==> src/rtl/divider_arbiter.sv <==
// divider_arbiter: NREQ requesters share one 4-bit unsigned divider.
// A single-entry result stage holds one quotient/remainder pair; a new
// request is granted only when that stage is empty or being drained.
//
// Ports
//   clk, rst_n       clock, asynchronous active-low reset
//   req_valid[NREQ]  per-requester request valid
//   req_ready[NREQ]  per-requester grant (combinational, one-hot or zero)
//   req_a, req_b     dividend / divisor, nibble i belongs to requester i
//   rsp_valid        result valid
//   rsp_ready        result consumer ready
//   rsp_id           requester that owns the result
//   rsp_q, rsp_r     quotient / remainder
//   rsp_dz           divide-by-zero flag
//   dz_cnt           saturating count of accepted divide-by-zero requests
//
// Configuration
//   DIVARB_ROUND_ROBIN_EN  defined: round-robin arbitration starting after
//                          the last granted index; undefined: fixed
//                          priority, lowest valid index wins.
module divider_arbiter #(
    parameter int unsigned NREQ = 4,
    parameter int unsigned IDW  = 2
) (
    input  logic              clk,
    input  logic              rst_n,
    input  logic [NREQ-1:0]   req_valid,
    output logic [NREQ-1:0]   req_ready,
    input  logic [4*NREQ-1:0] req_a,
    input  logic [4*NREQ-1:0] req_b,
    output logic              rsp_valid,
    input  logic              rsp_ready,
    output logic [IDW-1:0]    rsp_id,
    output logic [3:0]        rsp_q,
    output logic [3:0]        rsp_r,
    output logic              rsp_dz,
    output logic [7:0]        dz_cnt
);

    localparam int unsigned DW     = 4;
    localparam int unsigned CNTW   = 8;
    localparam logic [CNTW-1:0] CNT_MAX = '1;

    logic              rsp_valid_q, rsp_valid_d;
    logic [IDW-1:0]    rsp_id_q,    rsp_id_d;
    logic [DW-1:0]     rsp_q_q,     rsp_q_d;
    logic [DW-1:0]     rsp_r_q,     rsp_r_d;
    logic              rsp_dz_q,    rsp_dz_d;
    logic [CNTW-1:0]   dz_cnt_q,    dz_cnt_d;

    logic              stage_free_c;
    logic              gnt_any_c;
    logic [IDW-1:0]    gnt_idx_c;
    logic              xfer_c;
    logic [DW-1:0]     sel_a_c;
    logic [DW-1:0]     sel_b_c;
    logic [DW-1:0]     div_q_c;
    logic [DW-1:0]     div_r_c;
    logic              div_dz_c;
    logic [DW:0]       rem_c;
    logic [DW-1:0]     quo_c;

    assign stage_free_c = !rsp_valid_q || rsp_ready;

`ifdef DIVARB_ROUND_ROBIN_EN
    logic [IDW-1:0] ptr_q, ptr_d;

    // Round-robin search beginning one past the last granted requester.
    always_comb begin
        int unsigned idx;
        gnt_any_c = 1'b0;
        gnt_idx_c = '0;
        idx       = 0;
        for (int unsigned k = 1; k <= NREQ; k++) begin
            idx = (32'(ptr_q) + k) % NREQ;
            if (!gnt_any_c && req_valid[idx]) begin
                gnt_any_c = 1'b1;
                gnt_idx_c = IDW'(idx);
            end
        end
    end
`else
    // Fixed priority: lowest valid index wins.
    always_comb begin
        gnt_any_c = 1'b0;
        gnt_idx_c = '0;
        for (int unsigned i = 0; i < NREQ; i++) begin
            if (!gnt_any_c && req_valid[i]) begin
                gnt_any_c = 1'b1;
                gnt_idx_c = IDW'(i);
            end
        end
    end
`endif

    // Grant is gated by reset so no requester sees ready while held in reset.
    always_comb begin
        req_ready = '0;
        if (rst_n && stage_free_c && gnt_any_c) begin
            req_ready[gnt_idx_c] = 1'b1;
        end
    end

    assign xfer_c = |(req_valid & req_ready);

    // Operand mux for the winning requester.
    assign sel_a_c = req_a[32'(gnt_idx_c)*DW +: DW];
    assign sel_b_c = req_b[32'(gnt_idx_c)*DW +: DW];

    // Restoring division; the partial remainder stays below the divisor,
    // so one extra bit suffices for the trial subtraction.
    always_comb begin
        rem_c = '0;
        quo_c = '0;
        for (int i = DW - 1; i >= 0; i--) begin
            rem_c = {rem_c[DW-1:0], sel_a_c[i]};
            if (rem_c >= {1'b0, sel_b_c}) begin
                rem_c    = rem_c - {1'b0, sel_b_c};
                quo_c[i] = 1'b1;
            end
        end
    end

    // Divide by zero reports zero quotient and remainder.
    always_comb begin
        div_dz_c = (sel_b_c == '0);
        div_q_c  = div_dz_c ? '0 : quo_c;
        div_r_c  = div_dz_c ? '0 : rem_c[DW-1:0];
    end

    // Result stage next state: load on transfer, clear when drained.
    always_comb begin
        rsp_valid_d = rsp_valid_q;
        rsp_id_d    = rsp_id_q;
        rsp_q_d     = rsp_q_q;
        rsp_r_d     = rsp_r_q;
        rsp_dz_d    = rsp_dz_q;
        dz_cnt_d    = dz_cnt_q;
        if (xfer_c) begin
            rsp_valid_d = 1'b1;
            rsp_id_d    = gnt_idx_c;
            rsp_q_d     = div_q_c;
            rsp_r_d     = div_r_c;
            rsp_dz_d    = div_dz_c;
            if (div_dz_c && (dz_cnt_q != CNT_MAX)) begin
                dz_cnt_d = dz_cnt_q + CNTW'(1);
            end
        end else if (rsp_ready) begin
            rsp_valid_d = 1'b0;
        end
    end

`ifdef DIVARB_ROUND_ROBIN_EN
    // Pointer advances only on an actual transfer.
    always_comb begin
        ptr_d = ptr_q;
        if (xfer_c) begin
            ptr_d = gnt_idx_c;
        end
    end

    always_ff @(posedge clk or negedge rst_n) begin
        if (!rst_n) begin
            ptr_q <= IDW'(NREQ - 1);
        end else begin
            ptr_q <= ptr_d;
        end
    end
`endif

    always_ff @(posedge clk or negedge rst_n) begin
        if (!rst_n) begin
            rsp_valid_q <= 1'b0;
            rsp_id_q    <= '0;
            rsp_q_q     <= '0;
            rsp_r_q     <= '0;
            rsp_dz_q    <= 1'b0;
            dz_cnt_q    <= '0;
        end else begin
            rsp_valid_q <= rsp_valid_d;
            rsp_id_q    <= rsp_id_d;
            rsp_q_q     <= rsp_q_d;
            rsp_r_q     <= rsp_r_d;
            rsp_dz_q    <= rsp_dz_d;
            dz_cnt_q    <= dz_cnt_d;
        end
    end

    assign rsp_valid = rsp_valid_q;
    assign rsp_id    = rsp_id_q;
    assign rsp_q     = rsp_q_q;
    assign rsp_r     = rsp_r_q;
    assign rsp_dz    = rsp_dz_q;
    assign dz_cnt    = dz_cnt_q;

endmodule
==> config.mk <==
export PLATFORM = sky130hd
export DESIGN_NAME = divider_arbiter
export DESIGN_NICKNAME = d
export VERILOG_FILES = /design/src/rtl/divider_arbiter.sv
export SDC_FILE = /design/constraint.sdc
export NUM_CORES = 1
export LEC_CHECK = 0
export ABC_CLOCK_PERIOD_IN_PS = 1950
export CORE_AREA = 2 2 71 73
export CTS_BUF_LIST = sky130_fd_sc_hd__clkbuf_8
export CTS_CLUSTER_DIAMETER = 100
export DETAILED_ROUTE_END_ITERATION = 10
export DIE_AREA = 0 0 73 75
export HOLD_SLACK_MARGIN = 0.1
export PLACE_DENSITY = 0.76
export SYNTH_ARGS = -nofsm -noshare
export SYNTH_HDL_FRONTEND = slang
export SYNTH_SLANG_ARGS = --single-unit
export TNS_END_PERCENT = 5
==> constraint.sdc <==
create_clock -name clk -period 1.95 [get_ports clk]
set_input_delay 0.2925 -clock clk [delete_from_list [all_inputs] [get_ports clk]]
set_output_delay 0.2925 -clock clk [all_outputs]
set_load 0.02 [all_outputs]
---- Word-level counts from Yosys, hierarchy flattened ----
Index checks and enable logic that the tools add are counted.
storage, ports and cells
  register bits after elaboration ......... 20
  latch bits .............................. 0
  memory bits (writable) .................. 0
  ROM bits ................................ 0
  memories kept ........................... 0
cells by class
  $add $sub $neg .......................... 5
  $mul .................................... 0
  divide/modulo/power cells ............... 0
  order comparisons ....................... 6
  equality and inequality tests ........... 1
  shift-type cells ........................ 2
  muxes and demuxes ....................... 22
  bitwise gates (word level) .............. 1
  reductions and logical operators ........ 16
operators with widths
  operator               count
  $shiftx A16 B5 Y4      2
  $mux W4                7
  $ge A5 B4 Y1           3
  $mux W1                12
  $sub A4 B4 Y4          3
  $add A8 B1 Y8 const B  1
  $ne A8 B8 Y1 const B   1
  $logic_and A1 B1 Y1    7
  $and A4 B4 Y4          1
  $ge A1 B4 Y1           1
  $logic_not A1 Y1       4
  $logic_not A4 Y1       1
  $mux W2                2
  $reduce_or A4 Y1       1
  $sub A1 B4 Y4          1
  $lt A2 B3 Y1 const B   1
  $demux W1 S2           1
  $ge A2 B1 Y1 const B   1
  $reduce_and A2 Y1      1
  $reduce_bool A2 Y1     1
  $logic_or A1 B1 Y1     1

---- Depth between registers and ports, before layout ----
  word-level depth ........................ 20
  mapped depth ............................ 33

---- Worst setup path after synthesis ----
OpenSTA, ideal clock, no wires.
  path type ............................... input-to-reg
  from .................................... input req_valid[3]
  to ...................................... register rsp_r_q[0], in the netlist rsp_r[0]
  library setup time ...................... 0.121 ns
  arrival ................................. 6.126 ns
  required time ........................... 1.829 ns
  path slack .............................. -4.297 ns
  stages .................................. 29
  buffers on the path ..................... 2
  path through ............................ buf_6 -> nor2b_4 -> a221o_1 -> a221oi_1 -> o211ai_1 -> a21o_1 -> ha_1 -> nor2b_1 -> o31a_1 -> or2_2 -> or3b_2 -> o211ai_1 -> inv_1 -> ha_1 -> a21o_1 -> a21o_1 -> a21oi_1 -> o21ai_2 -> o21bai_4 -> mux2i_1 -> ha_1 -> o21ai_0 -> a21boi_0 -> o21ai_0 -> nand2b_1 -> a221o_1 -> buf_6 -> mux2i_1 -> a22o_1
on the way
  cells in the longest elaborated chain, start to end .. 12
  elaborated cells between the ends (all ways) .. 28
  classes of those cells .................. add/sub: 4; order compare: 6; shift: 2; mux: 10; bitwise: 1; reduce/logical: 5
ends and longest elaborated chain
  element                                               line      text
  from (decl)                                           27        input logic [NREQ-1:0] req_valid,
  $logic_and A1 B1 Y1                                   88        if (!gnt_any_c && req_valid[i]) begin
  $mux W2                                               88
  $shiftx A16 B5 Y4 (on tied branches)                  107, 108
  $sub A1 B4 Y4 / $ge A1 B4 Y1 (equally long branches)  118, 117
  $mux W4                                               117       if (rem_c >= {1'b0, sel_b_c}) begin
  $sub A4 B4 Y4 / $ge A5 B4 Y1 (equally long branches)  118, 117
  $mux W4                                               117
  $sub A4 B4 Y4 / $ge A5 B4 Y1 (equally long branches)  118, 117
  $mux W4                                               117
  $ge A5 B4 Y1                                          117
  $mux W4                                               117
  $mux W4                                               128       div_r_c = div_dz_c ? '0 : rem_c[DW-1:0];
  to (signal assigned)                                  183       rsp_r_q <= rsp_r_d;
  to (decl)                                             47        logic [DW-1:0] rsp_r_q, rsp_r_d;
Parallel ways exist; a longest one is shown, timed or not.
A chain may end at the register's enable or synchronous reset.

---- Final worst setup path ----
  from .................................... input req_valid[1]
  to ...................................... register rsp_r_q[0], in the netlist rsp_r[0]
on the way
  cells in the longest elaborated chain, start to end .. 18
  elaborated cells between the ends (all ways) .. 36
  classes of those cells .................. add/sub: 4; order compare: 6; shift: 2; mux: 14; bitwise: 1; reduce/logical: 9
ends and longest elaborated chain
  element                                               line
  $logic_and A1 B1 Y1                                   88
  $mux W1                                               88
  $logic_not A1 Y1                                      88
  $logic_and A1 B1 Y1                                   88
  $mux W1                                               88
  $logic_not A1 Y1                                      88
  $logic_and A1 B1 Y1                                   88
  $mux W2                                               88
  [... 2 more ...]                                      n/a
  $mux W4                                               117
  $sub A4 B4 Y4 / $ge A5 B4 Y1 (equally long branches)  118, 117
  $mux W4                                               117
  $sub A4 B4 Y4 / $ge A5 B4 Y1 (equally long branches)  118, 117
  $mux W4                                               117
  $ge A5 B4 Y1                                          117
  $mux W4                                               117
  $mux W4                                               128
Parallel ways exist; a longest one is shown, timed or not.

==> flow_summary_export.csv <==
group,metric,value,unit
die,die_y,75,µm
detailed_routing,ant_nets,0,
outcome,violations,"negative setup slack",
layout,layout.nets,437,
worst_setup_path,cp-end-kind,"flip-flop",
placed_design,gp_congestion,0.861,
sta,tns,-26.90,ns
sta,fin_ws,-3.91,ns
synth,ys.flop_type,"dfrtp_1",
layout,nFillCells,293,
power_and_ir_drop,power,3.05,mW
sta,worstMarginPinSlew,0.411,ns
sta,whs,0.401,ns
detailed_routing,drt-met1-wl,2670,µm
die,ioPinCount,63,
detailed_routing,top_layer,"met4",
detailed_routing,wl_met2,3790,µm
worst_setup_path,arrival,6.01,ns
sta,max_freq,171,MHz
sta,rsz0062_at_grt,"true",
synth,synthSimpleGateAreaFrac,23.1,%
placed_design,numPortBuffers,62,
detailed_routing,wl_per_cell,16.0,µm
worst_setup_path,cp_max_fo,6,
synth,yosysSeqAreaShare,25.2,%
placed_design,post_dp_cell_area,0.00319,mm²
placed_design,dp.cells,406,
synth,syn_nets,291,
clock_network,cts_max_path_buffers,2,
die,start_util,42.7,%
grt,grt_pass1_wl,10900,µm
synth,synth_edf_count,0,
synth,synth_top_area_cell,"dfrtp_1",
synth,synth_top_family_by_area,"simple AND/OR/NAND/NOR gates",
sta,period_share,300,%
synth,synth-xor-area-share,5.72,%
worst_setup_path,crit_path_start_kind,"input port",
synth,synthArstFlopShare,100,%
detailed_routing,first_pass_iters,4,
clock_network,cts_tree,"built",
worst_setup_path,path_class,"input port to flip-flop",
layout,fin_util,78.0,%
synth,avgSynthCellArea,8.47,µm²
detailed_routing,viasPerCell,5.52,
detailed_routing,wl,6970,µm
detailed_routing,drc_errors,0,
placed_design,dp_hpwl,4710,µm
sta,slew_viol_final,0,
die,dieWidth,73,µm
outcome,outcome,"finished with violations",
job,max_cap_violations,0,
grt,first_global_vias,2420,
die,core,0.00466,mm²
clock_network,clk_latency,0.26,ns
worst_setup_path,cp.required,2.10,ns
grt,overflow,0,
sta,clock_skew,0.00335,ns
layout,final_cell_area,0.00363,mm²
synth,synth_area,0.00199,mm²
detailed_routing,via_count,2394,
sta,hold_viol_final,0,
synth,yosysUniqueCellTypes,59,
layout,antenna_cells,0,
placed_design,place_ws,-4.65,ns
sta,slew_headroom,72.6,%
clock_network,numClockSinks,20,
synth,yosys_warnings,0,
sta,finalSetupViolCount,15,
grt,grt_use_total,25.4,%
synth,synth_mux_area_share,4.65,%
power_and_ir_drop,leakagePower,1.73,nW
clock_network,cts_htree_levels,1,
clock_network,clk_pin_slew_worst_paths,0.07,ns
power_and_ir_drop,p_per_area,838,mW/mm²
die,rows,25,
layout,drive_above_1_share,38.9,%
worst_setup_path,critPathSlowestCell,"nor4_2",
die,dieArea,0.00548,mm²
grt,grt_max_degree,16,
layout,final_cells,434,
synth,synth_fa_ha_area_share,11.8,%
worst_hold_path,hold_class,"input port to async pin",
synth,netlist.area_leader.share,25.2,%
synth,synthTopCellsByArea,"dfrtp_1 25%, ha_1 8.8%, xnor2_1 4.4%, nand2_1 4.2%, a21oi_1 3.5%",
synth,syn_inst,235,
clock_network,cts_buffers,3,
detailed_routing,wl_met3,265,µm
detailed_routing,drt_iter0_drc,99,
power_and_ir_drop,ir_worst_vdd,417,µV
grt,grt_antenna_before_repair,0,
worst_setup_path,slowest_delay,0.38,ns
sta,layout_min_cycle_time,5.86,ns
layout,area_delta_synth_final,82.7,%
synth,ys_seq_elements,20,
synth,synth-compound-area-share,22.8,%
clock_network,clockRootBuffer,"clkbuf_8",
-- metal layers --
| metal | vias to the layer above | track usage (%) |
|---|---|---|
| met5 | - | 0 |
| met4 | 0 | 10.3 |
| met3 | 23 | 2.01 |
| met2 | 86 | 49.4 |
| met1 | 1145 | 28.4 |
| li1 | 1140 | - |
-- sequential cells by signal, indices dropped and copies added, names as in the netlist --
signal	cells
rsp_q	4
rsp_r	4
dz_cnt	8
rsp_valid	1
rsp_dz	1
rsp_id	2
-- power breakdown --
| part | internal, mW | total [mW] | switching, mW | leakage (nW) |
|---|---|---|---|---|
| Sequential | 0.513 | 0.583 | 0.0701 | 0.260 |
| Clock | 0.180 | 0.314 | 0.134 | 0.0288 |
| Combinational | 1.19 | 2.15 | 0.959 | 1.44 |
| Total | 1.88 | 3.05 | 1.16 | 1.73 |
-- cells in the final DEF, fill, tap and decap left out, types with 4 or more instances in the layout --
| cell | Yosys | routed |
|---|---|---|
| buf_4 | 1 | 81 |
| clkdlybuf4s50_1 | 0 | 41 |
| nand2_1 | 22 | 22 |
| dfrtp_1 | 20 | 20 |
| nor2_1 | 16 | 14 |
| inv_1 | 15 | 13 |
| a21oi_1 | 14 | 11 |
| xnor2_1 | 10 | 10 |
| ha_1 | 14 | 9 |
| buf_6 | 2 | 8 |
| o21ai_0 | 11 | 7 |
| dlymetal6s2s_1 | 0 | 7 |
| nand2b_1 | 7 | 6 |
| a22oi_1 | 6 | 6 |
| o21ai_1 | 3 | 6 |
| a21o_1 | 5 | 5 |
| nand3_1 | 5 | 5 |
| mux2i_1 | 7 | 5 |
| ha_4 | 0 | 5 |
| dlygate4sd2_1 | 0 | 5 |
| nor2b_1 | 5 | 4 |
| clkbuf_8 | 0 | 4 |
-- cells by family (layout without fill, tap and decap cells) --
logic type	Yosys count	count (layout)
AND/OR/NAND/NOR	85	85
multiplexers	9	9
adder cells (fa/ha/maj)	17	17
buffers and inverters	27	172
flip-flops	20	20
AO/OA/AOI/OAI	64	64
XOR/XNOR	13	13
-- final cells by class --
cell class | instances | area (µm²) | area share, %
Tap cell | 54 | 67.6 | 1.86
Timing Repair Buffer | 151 | 1320 | 36.2
Clock buffer | 4 | 55.1 | 1.51
Multi-Input combinational cell | 188 | 1620 | 44.6
Sequential cell | 20 | 500 | 13.8
Inverter | 17 | 76.3 | 2.10
-- worst paths after layout --
| path | startpoint | end | slack [ns] | depth (start not counted) |
|---|---|---|---|---|
| setup / recovery | req_valid[1] | rsp_r[0] | -3.91 | 32 |
| hold / removal | rst_n | rsp_id[0] | 0.40 | 2 |
| setup reg to reg | rsp_valid | dz_cnt[6] | 0.12 | 8 |
| hold reg to reg | rsp_dz | rsp_dz | 0.49 | 2 |
| max in group asynchronous | rst_n | rsp_r[2] | 1.33 | 2 |
| min in group clk | rsp_dz | rsp_dz | 0.49 | 2 |
-- timing repair --
action | 4_1_cts | 5_1_grt
pin swaps | 30 | 32
setup buffers | 15 | 10
hold buffers | 0 | 0
endpoints found under the setup margin | 21 | 20
cloned | 0 | 0
resized for setup | 51 | 42
-- critical path: cells and delay by family --
family	cells	cell delay [ns]
buffers and inverters	5	0.50
AND/OR/NAND/NOR	6	1.40
AO/OA/AOI/OAI	15	2.50
adder cells (fa/ha/maj)	4	0.99
multiplexers	2	0.32
-- Yosys cell counts (2+ instances only) --
| library cell | number |
|---|---|
| a21o_1 | 5 |
| a21oi_1 | 14 |
| a221o_1 | 3 |
| a221oi_1 | 2 |
| a22o_1 | 3 |
| a22oi_1 | 6 |
| and3_1 | 3 |
| buf_2 | 6 |
| buf_6 | 2 |
| dfrtp_1 | 20 |
| fa_1 | 3 |
| ha_1 | 14 |
| inv_1 | 15 |
| mux2_2 | 2 |
| mux2i_1 | 7 |
| nand2_1 | 22 |
| nand2b_1 | 7 |
| nand3_1 | 5 |
| nand3_2 | 2 |
| nand4_1 | 2 |
| nor2_1 | 16 |
| nor2b_1 | 5 |
| nor3_1 | 3 |
| nor3b_1 | 2 |
| nor4_1 | 2 |
| o211ai_1 | 2 |
| o21a_1 | 3 |
| o21ai_0 | 11 |
| o21ai_1 | 3 |
| or2_2 | 2 |
| or3_1 | 2 |
| or3b_2 | 2 |
| or4_1 | 2 |
| xnor2_1 | 10 |
| xor2_1 | 3 |
No activity file was read; power rests on OpenSTA's default activity.
